$ cat config.mk
export PLATFORM = sky130hd
export DESIGN_NAME = posit_divsqrt_issue
export DESIGN_NICKNAME = d
export VERILOG_FILES = /design/src/rtl/posit_divsqrt_issue.sv
export SDC_FILE = /design/constraint.sdc
export NUM_CORES = 1
export LEC_CHECK = 0
export CORE_UTILIZATION = 53
export DETAILED_ROUTE_END_ITERATION = 10
export PLACE_DENSITY = 0.88
export SLEW_MARGIN = 20
export SYNTH_ARGS = -nofsm -noshare
export SYNTH_HDL_FRONTEND = slang
export SYNTH_SLANG_ARGS = --single-unit
$ cat constraint.sdc
create_clock -name clock -period 3.1 [get_ports clock]
set_input_delay 0.775 -clock clock [delete_from_list [all_inputs] [get_ports clock]]
set_output_delay 0.775 -clock clock [all_outputs]
set_load 0.01 [all_outputs]
$ cat src/rtl/posit_divsqrt_issue.sv
// Issue stage in front of PositDivSqrter16_0: tagged request FIFO, single outstanding op, held response.
// Optional special-operand bypass enabled by defining POSIT_SPECIAL_BYPASS_EN.
module posit_divsqrt_issue #(
  parameter int FIFO_DEPTH = 4,
  parameter int TAG_W      = 4,
  parameter int N          = 16
) (
  input  logic                          clock,
  input  logic                          reset,
  input  logic                          io_req_valid,
  output logic                          io_req_ready,
  input  logic                          io_req_sqrt,
  input  logic [N-1:0]                  io_req_A,
  input  logic [N-1:0]                  io_req_B,
  input  logic [TAG_W-1:0]              io_req_tag,
  input  logic                          io_div_inReady,
  output logic                          io_div_inValid,
  output logic                          io_div_sqrtOp,
  output logic [N-1:0]                  io_div_A,
  output logic [N-1:0]                  io_div_B,
  input  logic                          io_div_diviValid,
  input  logic                          io_div_sqrtValid,
  input  logic                          io_div_invalidExc,
  input  logic [N-1:0]                  io_div_Q,
  output logic                          io_resp_valid,
  input  logic                          io_resp_ready,
  output logic [N-1:0]                  io_resp_Q,
  output logic                          io_resp_invalid,
  output logic                          io_resp_sqrt,
  output logic [TAG_W-1:0]              io_resp_tag,
  output logic [$clog2(FIFO_DEPTH):0]   io_fifo_count,
  output logic                          io_busy
);

  localparam int PW = $clog2(FIFO_DEPTH);
  localparam logic [PW:0]  FULL = (PW+1)'(FIFO_DEPTH);
  localparam logic [N-1:0] NAR  = {1'b1, {(N-1){1'b0}}};

  typedef enum logic [1:0] {IDLE, ISSUE, WAIT, HOLD} stateT;
  stateT state, stateNext;

  logic             memSqrt [FIFO_DEPTH];
  logic [N-1:0]     memA    [FIFO_DEPTH];
  logic [N-1:0]     memB    [FIFO_DEPTH];
  logic [TAG_W-1:0] memTag  [FIFO_DEPTH];

  logic [PW-1:0]    wrPtr, rdPtr;
  logic [PW:0]      count;
  logic             flightSqrt;
  logic [TAG_W-1:0] flightTag;
  logic [N-1:0]     respQ;
  logic             respInvalid, respSqrt;
  logic [TAG_W-1:0] respTag;

  logic             headSqrt;
  logic [N-1:0]     headA, headB;
  logic [TAG_W-1:0] headTag;
  logic             push, pop, issueFire, doneEvt;
  logic             bypassHit, bypassInv;
  logic [N-1:0]     bypassQ;

  assign headSqrt = memSqrt[rdPtr];
  assign headA    = memA[rdPtr];
  assign headB    = memB[rdPtr];
  assign headTag  = memTag[rdPtr];

  assign io_req_ready = (count != FULL);
  assign push      = io_req_valid && io_req_ready;
  assign issueFire = io_div_inValid && io_div_inReady;
  assign pop       = issueFire || ((state == ISSUE) && bypassHit);
  assign doneEvt   = flightSqrt ? io_div_sqrtValid : io_div_diviValid;

`ifdef POSIT_SPECIAL_BYPASS_EN
  // Zero divisor and negative radicand flag invalid; a NaR operand propagates quietly.
  always_comb begin
    bypassHit = 1'b0;
    bypassQ   = '0;
    bypassInv = 1'b0;
    if (headSqrt) begin
      if (headA == NAR) begin
        bypassHit = 1'b1; bypassQ = NAR;
      end else if (headA[N-1]) begin
        bypassHit = 1'b1; bypassQ = NAR; bypassInv = 1'b1;
      end
    end else begin
      if (headB == '0) begin
        bypassHit = 1'b1; bypassQ = NAR; bypassInv = 1'b1;
      end else if (headA == NAR || headB == NAR) begin
        bypassHit = 1'b1; bypassQ = NAR;
      end
    end
  end
`else
  assign bypassHit = 1'b0;
  assign bypassQ   = '0;
  assign bypassInv = 1'b0;
`endif

  always_comb begin
    stateNext = state;
    case (state)
      IDLE:  if (count != '0) stateNext = ISSUE;
      ISSUE: if (bypassHit) stateNext = HOLD;
             else if (io_div_inReady) stateNext = WAIT;
      WAIT:  if (doneEvt) stateNext = HOLD;
      HOLD:  if (io_resp_ready) stateNext = (count != '0) ? ISSUE : IDLE;
      default: stateNext = IDLE;
    endcase
  end

  always_ff @(posedge clock) begin
    if (reset) state <= IDLE;
    else       state <= stateNext;
  end

  // Entry storage needs no reset: it is only observed through the pointers.
  always_ff @(posedge clock) begin
    if (push) begin
      memSqrt[wrPtr] <= io_req_sqrt;
      memA[wrPtr]    <= io_req_A;
      memB[wrPtr]    <= io_req_B;
      memTag[wrPtr]  <= io_req_tag;
    end
  end

  always_ff @(posedge clock) begin
    if (reset) begin
      wrPtr       <= '0;
      rdPtr       <= '0;
      count       <= '0;
      flightSqrt  <= 1'b0;
      flightTag   <= '0;
      respQ       <= '0;
      respInvalid <= 1'b0;
      respSqrt    <= 1'b0;
      respTag     <= '0;
    end else begin
      if (push) wrPtr <= wrPtr + PW'(1);
      if (pop)  rdPtr <= rdPtr + PW'(1);
      if (push && !pop)      count <= count + (PW+1)'(1);
      else if (!push && pop) count <= count - (PW+1)'(1);

      if (state == ISSUE) begin
        if (bypassHit) begin
          respQ       <= bypassQ;
          respInvalid <= bypassInv;
          respSqrt    <= headSqrt;
          respTag     <= headTag;
        end else if (io_div_inReady) begin
          flightSqrt <= headSqrt;
          flightTag  <= headTag;
        end
      end
      if (state == WAIT && doneEvt) begin
        respQ       <= io_div_Q;
        respInvalid <= io_div_invalidExc;
        respSqrt    <= flightSqrt;
        respTag     <= flightTag;
      end
    end
  end

  assign io_div_inValid  = (state == ISSUE) && !bypassHit;
  assign io_div_sqrtOp   = (state == ISSUE) ? headSqrt : 1'b0;
  assign io_div_A        = (state == ISSUE) ? headA : '0;
  assign io_div_B        = (state == ISSUE) ? headB : '0;
  assign io_resp_valid   = (state == HOLD);
  assign io_resp_Q       = respQ;
  assign io_resp_invalid = respInvalid;
  assign io_resp_sqrt    = respSqrt;
  assign io_resp_tag     = respTag;
  assign io_fifo_count   = count;
  assign io_busy         = (state != IDLE) || (count != '0);

endmodule
==> results of run 1 <==
## placed cells by master (no fill, tap or decap), types with 2 or more instances in the layout
master / count
clkbuf_16: 20
dlymetal6s2s_1: 3
nand2b_1: 2
clkinv_4: 2
nand3_1: 7
nand2_1: 52
clkdlybuf4s50_1: 119
and2_1: 33
mux2i_1: 3
mux4_2: 37
a21o_1: 2
clkbuf_8: 3
nor2_1: 9
inv_1: 9
xor2_1: 4
ha_1: 10
clkinv_2: 3
buf_12: 2
dfxtp_1: 36
a21oi_1: 29
edfxtp_1: 148
dfxtp_2: 2
buf_4: 15
and2_2: 4
## final cells by class
| cell class | count | area (sq um) | share of cell area |
|---|---|---|---|
| inverters | 7 | 26.3 | 0.00284 |
| clock buffers | 22 | 517 | 0.0559 |
| clock inverters | 10 | 63.8 | 0.00691 |
| well taps | 176 | 220 | 0.0238 |
| flip-flops and latches | 186 | 5210 | 0.564 |
| multi-input cells | 203 | 1800 | 0.195 |
| repair buffers | 140 | 1410 | 0.152 |
## worst max-delay path by stage
stage	cells after the start	endpoint	slack [ns]
2_1_floorplan	2	memA[0][0]$_DFFE_PP_	0.71
3_3_place_gp	8	io_fifo_count[2]$_SDFFE_PP0P_	0.42
3_5_place_dp	8	io_fifo_count[2]$_SDFFE_PP0P_	0.34
4_1_cts	4	io_div_B[0]	0.003
5_1_grt	4	io_div_sqrtOp	0.008
6_report	4	io_div_A[10]	0.1
## layer usage
| metal | wire, um | track usage | vias up |
|---|---|---|---|
| met5 | 0 | 0 | - |
| met4 | 248 | 0.0801 | 0 |
| met3 | 848 | 0.0557 | 20 |
| met2 | 6810 | 0.349 | 136 |
| met1 | 5620 | 0.254 | 1998 |
| li1 | - | - | 1851 |
## power by group
part / switching (mW) / total (mW) / internal, mW
sequential: 0.122 / 3.15 / 3.02
clock: 0.867 / 2.05 / 1.18
combinational: 0.793 / 1.66 / 0.862
total: 1.78 / 6.85 / 5.07
## worst max-delay path, stage by stage, from the launching register on
cell,delay [ns]
dfxtp_2,0.39
buf_12,0.21
mux4_2,0.52
and2_1,0.20
clkdlybuf4s50_1,0.48
## per-stage QoR
stage	util	cell area, sq um	cells	power, mW	setup WS, ns
after floorplan	-	7150	418	4.10	0.707
after global placement	0.654	8630	711	4.76	0.418
after detailed placement	0.654	8630	711	4.84	0.340
after CTS	0.698	9210	743	6.90	0.00291
after global routing	0.701	9240	744	7.15	0.00836
final	0.701	9240	744	6.85	0.0985
## logic make-up (layout without fill, tap and decap cells)
group / after synthesis / in the layout
fa+ha+maj: 11 / 11
simple gates: 110 / 110
buf+inv: 29 / 179
mux: 40 / 40
flops: 186 / 186
compound gates: 37 / 37
xor+xnor: 5 / 5
## repair_timing
action,CTS,global route
setup endpoints to repair,0,22
hold buffers,0,0
resized for setup,0,3
## state kept, by name (all words and copies together) (netlist names), named ones only
| name | flops |
|---|---|
| flightSqrt | 1 |
| flightTag | 4 |
| io_fifo_count | 3 |
| io_resp_Q | 16 |
| io_resp_invalid | 1 |
| io_resp_sqrt | 1 |
| io_resp_tag | 4 |
| memA | 64 |
| memB | 64 |
| memSqrt | 4 |
| memTag | 16 |
| rdPtr | 2 |
| state | 2 |
| wrPtr | 2 |
==> impl_metrics.json, run 1 <==
{
  "totalWireLength_um": 13500,
  "cts_buf_count": 17,
  "placeableCoreArea_sq_mm": 0.0132,
  "share_of_the_synthesized_area_in_compound_gates_ao_oa_aoi_oai": 0.0303,
  "synth_fa_ha_area_frac": 0.0203,
  "grt_first_pass_wirelength_um": 21400,
  "synth.lib_cells_used.distinct": 31,
  "floorplan.die.width_um": 118,
  "clockRootBuffer": "clkbuf_16",
  "yosys.area_share.simple": 0.0735,
  "timing.hold.worst_path_depth": 2,
  "ffs_w_async_s_r_synth": 0,
  "grt-ovfl-total": 0,
  "timing.max_slew.rel_slack": 0.505,
  "diodes": 0,
  "dr.first_iter.drc_count": 219,
  "synth_cells": 418,
  "final_min_period_over_clock_period": 0.968,
  "reg2reg_slack_ns": 0.76,
  "clock_latency_late_sink_ns": 0.42,
  "yosys_register_bits": 186,
  "synth.cells.most_frequent": "edfxtp_1 (148), nand2_1 (52), dfxtp_1 (38)",
  "cts.path.max_buffers": 2,
  "slew_violations": 0,
  "grt_max_degree": 34,
  "cts.sink_count": 186,
  "cellLeakagePower_nw": 3.13,
  "num_vias": 4005,
  "die_y_um": 118,
  "cts_post_setup_buffers_inserted": 0,
  "detailed_place_hpwl_um": 8380,
  "top_level_ports": 123,
  "layout-drive-gt1-share": 0.164,
  "max-cap-violations": 0,
  "synth_area_leaders": "edfxtp_1 (62%), mux4_2 (12%), dfxtp_1 (11%)",
  "cp_data_required_time_ns": 2.32,
  "groute.usage.overall": 0.207,
  "worst_slew_pin_slew_ns": 0.743,
  "dieArea_sq_mm": 0.0140,
  "timing.final.hold_violations": 0,
  "timing.critical_path.from_type": "flip-flop",
  "row_count": 42,
  "critPathMaxFanout": 17,
  "ys_dominant_reg_cell": "edfxtp_1",
  "post_synth_edffs": 148,
  "power.density_cell_area_mw_per_mm2": 742,
  "htree_num_levels": 4,
  "area_delta_synth_final_pct": 29.3,
  "synthMuxAreaShare": 0.121,
  "post_synthesis_cell_area_sq_mm": 0.00715,
  "drt_pass1_iterations": 4,
  "gp_congestion": 0.819,
  "vdd_ir_drop_max_mv": 0.555,
  "cp_data_arrival_time_ns": 2.23,
  "worst-r2r-cell-count": 10,
  "clock_tree_from_tritoncts": "done",
  "status": "complete, no violations",
  "timing.final.crit_period_ns": 3.00,
  "floorplan.initialDensity": 0.542,
  "layout.nets": 627,
  "timing_worst_setup_path_type": "flip-flop to output pin",
  "r2r_end": "io_fifo_count[2]$_SDFFE_PP0P_",
  "grt_setup_unrepaired": "no",
  "antenna_found_initial": 0,
  "ant_nets": 0,
  "final.setup.tns_ns": 0,
  "first_global_vias": 4219,
  "hold_path_end": "io_resp_Q[10]$_SDFFE_PP0P_",
  "post_drt_via_cell_ratio": 5.38,
  "synth_seq_area_share": 0.728,
  "hold_path.class": "flip-flop to flip-flop",
  "post_drt_wl_per_cell_um": 18.2,
  "synth.yosys.warnings": 0,
  "mappedNetlistNets": 490,
  "min_from": "io_resp_Q[10]$_SDFFE_PP0P_",
  "place.port_buffers": 122,
  "clock.fmax_mhz": 333,
  "timing.rr.start": "state[1]$_SDFFE_PP0P_",
  "clk_transition_reported_paths_ns": 0.06,
  "combinational_family_with_the_most_area_after_synthesis": "multiplexers",
  "synthesis.area_per_instance_sq_um": 17.1,
  "xor_xnor_portion_of_the_synthesized_cell_area": 0.00613,
  "yosys.area.top_type_share": 0.622,
  "critical_path.endpoint_type": "output pin",
  "yosys.cell_count.top_type": "edfxtp_1",
  "fillCellCount": 837,
  "clock_skew_ns": 0.00821,
  "synth_largest_area_cell": "edfxtp_1",
  "post-route-drc-count": 0,
  "total_of_endpoints_with_negative_setup_slack_in_the_final_report": 0,
  "whs_ns": 0.453
}
Note: power is estimated with default switching activity, not from simulation.
==> run 2: changes to the inputs <==
Settings changed: HOLD_SLACK_MARGIN set to 0.02.
==> results of run 2 <==
No change in the layout: final DEF, timing and power equal those of run 1.
==> run 3: changes to the inputs <==
==> constraint.sdc (replaced) <==
create_clock -name clock -period 3.1 [get_ports clock]
set_input_delay 0.93 -clock clock [delete_from_list [all_inputs] [get_ports clock]]
set_output_delay 0.93 -clock clock [all_outputs]
set_load 0.01 [all_outputs]
==> run 3 against run 2 <==
Effect of this change:
- core utilization up 1.3 points
- sequential cell count unchanged
- routed wire length up 2.2%
- power up 2.7%
- combinational power about the same
- worst setup slack worse by 0.015 ns
- critical path type unchanged
- critical endpoint is now io_div_B[5]
- largest power group unchanged
==> impl_metrics.json, run 3 (same netlist as run 1, synthesis figures left out) <==
{
  "status": "complete, no violations",
  "reg2reg_slack_ns": 0.79,
  "max-cap-violations": 0,
  "finalPower_mw": 7.03,
  "clock_latency_late_sink_ns": 0.42,
  "cellLeakagePower_nw": 3.33,
  "grt_max_degree": 38,
  "totalWireLength_um": 13800,
  "timing.critical_path.from_type": "flip-flop",
  "post-route-drc-count": 0,
  "timing.critical_path.depth": 5,
  "slew_violations": 0,
  "num_vias": 4069,
  "grtUsageMet3": 0.0557,
  "power.density_cell_area_mw_per_mm2": 747,
  "cts_buf_count": 17,
  "timing.max_slew.rel_slack": 0.488,
  "fraction_of_met1_tracks_used_by_global_routing": 0.253,
  "grt_first_pass_wirelength_um": 21700,
  "clock.fmax_mhz": 332,
  "final.setup.tns_ns": 0,
  "vdd_ir_drop_max_mv": 0.575,
  "path_delay_family": "buffers and inverters",
  "final_cell_count_no_fill": 755,
  "cpMaxStageDelayCell": "mux4_2",
  "post_drt_wl_per_cell_um": 18.3,
  "htree_num_levels": 4,
  "first_global_vias": 4198,
  "clock_skew_ns": 0.00571,
  "layout.nets": 638,
  "layout.cells.most_common": "edfxtp_1",
  "r2r_end": "io_fifo_count[2]$_SDFFE_PP0P_",
  "cp_data_arrival_time_ns": 2.09,
  "cts.path.max_buffers": 2,
  "cp_data_required_time_ns": 2.17,
  "post-route-cell-area_sq_mm": 0.00942,
  "grt_use_met2": 0.361,
  "cts.sink_count": 186,
  "die_y_um": 118,
  "detailed_place_hpwl_um": 8200,
  "gp_congestion": 0.829,
  "grt-ovfl-total": 0,
  "floorplan.initialDensity": 0.542,
  "worst-r2r-cell-count": 10,
  "timing.rr.start": "state[1]$_SDFFE_PP0P_",
  "diodes": 0,
  "worst_slew_pin_slew_ns": 0.767,
  "post_drt_via_cell_ratio": 5.39,
  "critPathMaxFanout": 12,
  "ant_nets": 0,
  "biggestRegsByFlops": "memA: 64 flops, memB: 64 flops",
  "place_inst": 708,
  "clockRootBuffer": "clkbuf_16",
  "dr.first_iter.drc_count": 209,
  "timing_worst_setup_path_type": "flip-flop to output pin",
  "layout.cells.most_common_list": "edfxtp_1 (148), clkdlybuf4s50_1 (91), nand2_1 (52)",
  "clk_transition_reported_paths_ns": 0.06,
  "grt.busiest_layer": "met2",
  "drt_pass1_iterations": 4,
  "max_stage_delay_ns": 0.49,
  "dieArea_sq_mm": 0.0140,
  "layout-drive-gt1-share": 0.183,
  "area_delta_synth_final_pct": 31.8,
  "place.port_buffers": 122,
  "top_level_ports": 123,
  "total_of_endpoints_with_negative_setup_slack_in_the_final_report": 0,
  "worst-path-buf-inv": 3,
  "final_min_period_over_clock_period": 0.973,
  "clock_tree_from_tritoncts": "done",
  "hold_path.class": "flip-flop to flip-flop",
  "dpl-instance-area_sq_mm": 0.00865,
  "grt_setup_unrepaired": "no",
  "critical_path.endpoint": "io_div_B[5]",
  "path_cells": "buf_12, buf_4, mux4_2, and2_1, dlygate4sd2_1",
  "critical_path.endpoint_type": "output pin",
  "floorplan.die.width_um": 118,
  "timing.final.crit_period_ns": 3.02,
  "row_count": 42,
  "antenna_found_initial": 1,
  "ctsHoldBuffers": 0,
  "placeableCoreArea_sq_mm": 0.0132,
  "timing.final.hold_violations": 0,
  "groute.usage.overall": 0.210
}
## run 3: layout make-up
type	instances	area [sq um]
repair buffers	151	1530
fillers	828	3770
clock buffers	25	559
multi-input cells	203	1800
clock inverters	7	72.6
inverters	7	26.3
well taps	176	220
flip-flops and latches	186	5210
## run 3: worst register-to-register path, cell delays in order (launching register included)
cell	delay [ns]
dfxtp_1	0.37
inv_1	0.11
ha_1	0.20
buf_4	0.22
nand2_1	0.12
ha_1	0.18
inv_1	0.06
fa_1	0.37
xor2_1	0.17
or3_1	0.30
a21oi_1	0.14
## run 3: repair_timing
| item | 4_1_cts | 5_1_grt |
|---|---|---|
| pin swaps | 0 | 0 |
| cloned | 1 | 0 |
| setup endpoints to repair | 33 | 4 |
| gates resized for setup | 34 | 2 |
| buffers inserted | 3 | 11 |
## run 3: per-stage QoR
step	utilization	setup WS, ns	hold WS [ns]
global route	0.714	0.0158	0.478
CTS	0.706	0.000900	0.455
floorplan	-	0.552	0.432
global placement	0.656	0.266	0.437
finish	0.714	0.0839	0.452
detailed placement	0.656	0.204	0.446
## run 3: worst min path at each step
stage	startpoint	to	slack, ns	depth (start not counted)
after floorplan	flightTag[0]$_SDFFE_PP0P_	io_resp_tag[0]$_SDFFE_PP0P_	0.43	2
after CTS	io_resp_Q[10]$_SDFFE_PP0P_	io_resp_Q[10]$_SDFFE_PP0P_	0.46	2
after detailed placement	io_resp_Q[10]$_SDFFE_PP0P_	io_resp_Q[10]$_SDFFE_PP0P_	0.45	2
final	flightTag[2]$_SDFFE_PP0P_	io_resp_tag[2]$_SDFFE_PP0P_	0.45	2
after global placement	flightTag[3]$_SDFFE_PP0P_	io_resp_tag[3]$_SDFFE_PP0P_	0.44	2
after global routing	io_resp_Q[9]$_SDFFE_PP0P_	io_resp_Q[9]$_SDFFE_PP0P_	0.48	2
## run 3: metal layers
layer | wire length [um] | vias to the layer above
li1 | - | 1869
met1 | 5650 | 2031
met2 | 7160 | 152
met3 | 837 | 17
met4 | 175 | 0
met5 | 0 | -
## run 3: power by group
group | leakage (nW) | total [mW] | switching, mW | internal (mW)
registers | 1.67 | 3.15 | 0.125 | 3.02
logic | 1.35 | 1.67 | 0.805 | 0.867
clock network | 0.316 | 2.21 | 0.870 | 1.34
total | 3.33 | 7.03 | 1.80 | 5.23
